**src/rtl/acquire_sequencer.sv**
```systemverilog
// Scope-mode capture sequencer (stop/single/normal/auto); ACQ_SEQ_AUTO_EN builds the AUTO timeout.
// Latency: outputs registered; IDLE->trig_enable 2 cycles, reg_force->trig_immediate 1, tlast->frame_done 1.
// Backpressure: none applied; the AXI-Stream handshake is only observed.
module acquire_sequencer #(
  parameter int TIMEOUT_WIDTH     = 24,
  parameter int HOLDOFF_WIDTH     = 16,
  parameter int FRAME_COUNT_WIDTH = 16
) (
  input  logic                         M_AXIS_ACLK,
  input  logic                         M_AXIS_ARESETN,
  input  logic [1:0]                   reg_mode,
  input  logic                         reg_arm,
  input  logic                         reg_force,
  input  logic [HOLDOFF_WIDTH-1:0]     reg_holdoff,
  input  logic [TIMEOUT_WIDTH-1:0]     reg_auto_timeout,
  input  logic                         data_in_valid,
  input  logic [1:0]                   acq_state,
  input  logic                         axis_tvalid,
  input  logic                         axis_tready,
  input  logic                         axis_tlast,
  output logic                         trig_enable,
  output logic                         trig_immediate,
  output logic [2:0]                   seq_state,
  output logic                         busy,
  output logic                         frame_done,
  output logic                         auto_fired,
  output logic [FRAME_COUNT_WIDTH-1:0] frame_count
);

  localparam logic [1:0] MODE_STOP   = 2'b00;
  localparam logic [1:0] MODE_SINGLE = 2'b01;
  localparam logic [1:0] MODE_NORMAL = 2'b10;
  localparam logic [1:0] MODE_AUTO   = 2'b11;

  localparam logic [1:0] ACQ_ACTIVE = 2'b00;
  localparam logic [1:0] ACQ_TRIGD  = 2'b10;
  localparam logic [1:0] ACQ_STREAM = 2'b11;

  typedef enum logic [2:0] {
    S_IDLE      = 3'd0,
    S_HOLDOFF   = 3'd1,
    S_ARM       = 3'd2,
    S_WAIT_TRIG = 3'd3,
    S_CAPTURE   = 3'd4,
    S_STREAM    = 3'd5,
    S_DONE      = 3'd6
  } seq_state_t;

  seq_state_t               state_q, state_d;
  logic [1:0]               mode_eff;
  logic [HOLDOFF_WIDTH-1:0] hold_cnt_q, hold_cnt_inc;
  logic                     hold_hit;
  logic                     auto_hit;
  logic                     fired_q, fired_d;
  logic                     te_d, ti_d, af_d;

  // Compare against the count including this cycle's strobe, so the strobe that
  // reaches the target takes effect on the same edge.
  assign hold_cnt_inc = hold_cnt_q + HOLDOFF_WIDTH'(data_in_valid);
  assign hold_hit     = (reg_holdoff == '0) || (hold_cnt_inc == reg_holdoff);

`ifdef ACQ_SEQ_AUTO_EN
  logic [TIMEOUT_WIDTH-1:0] tmo_cnt_q, tmo_cnt_inc;

  assign mode_eff    = reg_mode;
  assign tmo_cnt_inc = tmo_cnt_q + TIMEOUT_WIDTH'(data_in_valid);
  assign auto_hit    = (mode_eff == MODE_AUTO) && (reg_auto_timeout != '0) &&
                       (tmo_cnt_inc == reg_auto_timeout);

  always_ff @(posedge M_AXIS_ACLK or negedge M_AXIS_ARESETN) begin
    if (!M_AXIS_ARESETN) tmo_cnt_q <= '0;
    else                 tmo_cnt_q <= (state_q == S_WAIT_TRIG) ? tmo_cnt_inc : '0;
  end
`else
  logic unused_timeout;

  assign mode_eff       = (reg_mode == MODE_AUTO) ? MODE_NORMAL : reg_mode;
  assign auto_hit       = 1'b0;
  assign unused_timeout = ^reg_auto_timeout;
`endif

  always_comb begin
    state_d = state_q;
    te_d    = 1'b0;
    ti_d    = trig_immediate;
    fired_d = fired_q;
    af_d    = auto_fired;
    case (state_q)
      S_IDLE: begin
        if ((mode_eff == MODE_NORMAL) || (mode_eff == MODE_AUTO) ||
            ((mode_eff == MODE_SINGLE) && reg_arm))
          state_d = S_HOLDOFF;
      end
      S_HOLDOFF: begin
        if (mode_eff == MODE_STOP) begin
          state_d = S_IDLE;
        end else if (hold_hit) begin
          state_d = S_ARM;
          te_d    = (acq_state == ACQ_ACTIVE);
        end
      end
      // Enable pulses on the first ARM cycle with the datapath idle; the
      // following cycle moves on, so enable is only ever seen in ARM.
      S_ARM: begin
        if (mode_eff == MODE_STOP) begin
          state_d = S_IDLE;
        end else if (trig_enable) begin
          state_d = S_WAIT_TRIG;
          fired_d = 1'b0;
        end else if (acq_state == ACQ_ACTIVE) begin
          te_d = 1'b1;
        end
      end
      S_WAIT_TRIG: begin
        if ((acq_state == ACQ_TRIGD) || (acq_state == ACQ_STREAM)) begin
          state_d = (acq_state == ACQ_STREAM) ? S_STREAM : S_CAPTURE;
          ti_d    = 1'b0;
          if (!fired_q) af_d = 1'b0;
        end else if (!fired_q && (reg_force || auto_hit)) begin
          ti_d    = 1'b1;
          fired_d = 1'b1;
          af_d    = 1'b1;
        end
      end
      S_CAPTURE: begin
        if (acq_state == ACQ_STREAM) state_d = S_STREAM;
      end
      S_STREAM: begin
        if ((axis_tvalid && axis_tready && axis_tlast) || (acq_state == ACQ_ACTIVE))
          state_d = S_DONE;
      end
      S_DONE: begin
        state_d = ((mode_eff == MODE_STOP) || (mode_eff == MODE_SINGLE)) ? S_IDLE : S_HOLDOFF;
      end
      default: state_d = S_IDLE;
    endcase
  end

  always_ff @(posedge M_AXIS_ACLK or negedge M_AXIS_ARESETN) begin
    if (!M_AXIS_ARESETN) begin
      state_q        <= S_IDLE;
      hold_cnt_q     <= '0;
      fired_q        <= 1'b0;
      trig_enable    <= 1'b0;
      trig_immediate <= 1'b0;
      busy           <= 1'b0;
      frame_done     <= 1'b0;
      auto_fired     <= 1'b0;
      frame_count    <= '0;
    end else begin
      state_q        <= state_d;
      hold_cnt_q     <= (state_q == S_HOLDOFF) ? hold_cnt_inc : '0;
      fired_q        <= fired_d;
      trig_enable    <= te_d;
      trig_immediate <= ti_d;
      busy           <= (state_d != S_IDLE);
      frame_done     <= (state_d == S_DONE);
      auto_fired     <= af_d;
      if (state_d == S_DONE) frame_count <= frame_count + FRAME_COUNT_WIDTH'(1);
    end
  end

  assign seq_state = state_q;

endmodule

```
**config.mk**
```make
export PLATFORM = sky130hd
export DESIGN_NAME = acquire_sequencer
export DESIGN_NICKNAME = d
export VERILOG_FILES = /design/src/rtl/acquire_sequencer.sv
export SDC_FILE = /design/constraint.sdc
export NUM_CORES = 1
export LEC_CHECK = 0
export CORE_MARGIN = 5
export CORE_UTILIZATION = 47
export CTS_CLUSTER_DIAMETER = 120
export CTS_CLUSTER_SIZE = 12
export DETAILED_ROUTE_END_ITERATION = 10
export PLACE_DENSITY = 0.9
export SLEW_MARGIN = 20
export SYNTH_ARGS = -nofsm -noshare
export SYNTH_HDL_FRONTEND = slang
export SYNTH_SLANG_ARGS = --single-unit
```
**constraint.sdc**
```tcl
create_clock -name M_AXIS_ACLK -period 3.1 [get_ports M_AXIS_ACLK]
set_input_delay 0.775 -clock M_AXIS_ACLK [delete_from_list [all_inputs] [get_ports M_AXIS_ACLK]]
set_output_delay 0.775 -clock M_AXIS_ACLK [all_outputs]
set_load 0.02 [all_outputs]
```
==> qor.yml <==
critical_path:
  crit_chain: "dlymetal6s2s_1, ha_2, ha_4, nand4_4, or4_4, buf_4, o311ai_4, a2111oi_2, o311ai_2, o21ai_2, o31a_1"
  cp.arrival_ns: 2.90
  crit_path_top_delay_cell: "or4_4"
  path_max_fanout: 2
  crit_type: "input pin to register"
  cp_top_family: "compound AO/OA/AOI/OAI gates"
  end_kind: "register"
  crit_path_start_kind: "input pin"
  critPathMaxStageDelay_ns: 0.56
  path_buf_inv: 2
  cp_data_required_time_ns: 3.29
yosys:
  yosysMostFrequentCell: "dfrtp_1"
  synth-main-ff-cell: "dfrtp_1"
  yosysWarnings: 0
  yosys-top-cells-count: "dfrtp_1, nor2_1, xnor2_1"
  synth_edf_count: 0
  synthDistinctLibCells: 53
  synth-seq-cells: 41
  avgSynthCellArea_sq_um: 9.56
  async_reset_ff_share_pct: 100
  ys_seq_area_share_pct: 42.1
  synth_area_leaders: "dfrtp_1, xnor2_1, nor2_1"
  synth_top_area_share_pct: 42.1
  synthCells: 255
  synth.net_count: 311
  synth_top_cell_by_area: "dfrtp_1"
  synth.cell_area_sq_um: 2440
drt:
  num_vias: 2152
  via_per_inst: 5.46
  wl_um: 6130
  postRouteAntennaNets: 0
  drt_first_iter_violations: 196
  first_pass_iters: 4
  wl_per_cell_um: 15.6
  drc: 0
job:
  max_cap_violations: 0
grt:
  track_usage_pct: 19.5
  grt_max_degree: 42
  gr-total-overflow: 0
  grt_pass1_vias: 2156
  grt_antenna_before_repair: 0
  grt_pass1_wl_um: 10000
floorplanning:
  start_util_pct: 48.1
  die_area_sq_um: 6730
  io_pins: 76
  core_sq_um: 5070
  placementRows: 26
  dieHeight_um: 82.0
  fp.dieW_um: 82.0
timing:
  worstMarginPinSlew_ns: 0.902
  finalClockSkew_ns: 0.0110
  slew_headroom_pct: 39.9
  period_needed_ns: 2.71
  clock.fmax_mhz: 369
  final_hold_viol_count: 0
  slew_viol_final: 0
  layout_worst_path_cycle_share_pct: 87.4
  rsz0062_at_grt: "no"
  setup_viol: 0
place:
  post-place-cells: 385
  gp_congestion: 0.894
  numPortBuffers: 51
  hpwl_um: 4560
  dpl_cell_area_sq_um: 3130
power_and_ir_drop:
  finalPower_w: 0.00154
  ir_drop_mv: 0.271
  power_leakage_nw: 1.34
  p_per_area_nw_per_um2: 465
layout:
  area_growth_pct: 35.5
  antennaDiodeCount: 0
  drive_above_1_share_pct: 14.5
  final_nets: 379
  final_cell_area_sq_um: 3300
  fin_cells: 394
clock_tree:
  clk_pin_slew_ns: 0.09
  cts.path.max_buffers: 2
  hold_buffers: 0
  cts_htree_levels: 2
  cts_made_buffers: 5
  root_buffer: "clkbuf_8"
  cts_sinks: 41
  cts_tree: "done"
  clk_latency_ns: 0.30
hold_path:
  worstHoldPathType: "register to register"
outcome:
  outcome: "finished, final reports clean"
layer usage:
metal / GRT usage, % / wire (um) / vias up / part of all wire, %
met1: 24.2 / 2520 / 1043 / 41
met3: 3.62 / 270 / 10 / 4.4
li1: - / - / 1034 / -
met2: 33.6 / 3250 / 65 / 53
met4: 6.98 / 100 / 0 / 1.6
met5: 0 / 0 / - / 0
stage by stage:
stage | util [%] | worst slack (ns) | setup TNS, ns | hold WS, ns
finish | 65.1 | 0.390 | 0 | 0.491
global route | 65.1 | 0.296 | 0 | 0.514
CTS | 63.9 | 0.00447 | 0 | 0.498
detailed placement | 61.6 | -0.290 | -0.854 | 0.480
global placement | 61.6 | -0.225 | -0.614 | 0.461
floorplan | - | 0.365 | 0 | 0.479
worst reg2reg max path, cell delays in order, from the launching register on:
cell and delay (ns):
dfrtp_1 0.36, ha_2 0.20, ha_4 0.15, nand4_4 0.08, or4_4 0.56, buf_4 0.17
o311ai_4 0.22, a2111oi_2 0.07, o311ai_2 0.13, o21ai_2 0.12, o31a_1 0.30
worst paths after layout:
check | depth (start not counted) | from | slack, ns | end
max reg2reg | 10 | hold_cnt_q[0]$_DFF_PN0_ | 0.64 | seq_state[1]$_DFF_PN0_
max in group asynchronous | 1 | M_AXIS_ARESETN | 1.93 | hold_cnt_q[2]$_DFF_PN0_
min | 1 | frame_count[10]$_DFFE_PN0N_ | 0.49 | frame_count[10]$_DFFE_PN0N_
min in group asynchronous | 1 | M_AXIS_ARESETN | 0.61 | frame_count[10]$_DFFE_PN0N_
min reg2reg | 1 | frame_count[10]$_DFFE_PN0N_ | 0.49 | frame_count[10]$_DFFE_PN0N_
max | 11 | data_in_valid | 0.39 | seq_state[1]$_DFF_PN0_
cell usage in the layout (no fill, tap or decap), types with 3 or more instances in the layout:
master and n:
xor2_1 8, buf_4 18, o21ai_0 5, nand3_1 12, dfrtp_1 41, clkbuf_8 5, nand2b_1 3, a21oi_1 6
nor4_1 5, inv_1 15, nand4_1 10, nor2b_1 4, nor2_1 32, clkdlybuf4s50_1 49, xnor2_1 29, nor3_1 5
nand2_1 16, or3_1 3
power breakdown:
group	internal (W)	switching [W]
clock	0.000155	0.000187
sequential	0.000589	0.0000846
combinational	0.000245	0.000275
final cells by class:
| cell class | instances | area [sq um] |
|---|---|---|
| sequential | 41 | 1030 |
| inverter | 15 | 56.3 |
| timing repair buffer | 69 | 643 |
| fill | 388 | 1770 |
| tap | 70 | 87.6 |
| clock buffer | 5 | 68.8 |
| multi-input combinational | 191 | 1410 |
| clock inverter | 3 | 17.5 |
registers in the layout (all words and copies together) (netlist names):
name and flops:
frame_done 1, busy 1, hold_cnt_q 16, fired_q 1
frame_count 16, trig_immediate 1, trig_enable 1, auto_fired 1
seq_state 3
what timing repair did:
action,CTS,global route
resized for setup,4,9
hold endpoints to repair,0,0
pin swaps,5,5
setup endpoints to repair,2,3
buffers inserted,1,0
kinds of logic after synthesis:
logic type	synth area share (%)
compound gates	9.95
xor+xnor	16.8
fa+ha+maj	2.05
buf+inv	3.59
flops	42.1
mux	0.872
simple gates	24.6
(Power assumes the default switching activity.)
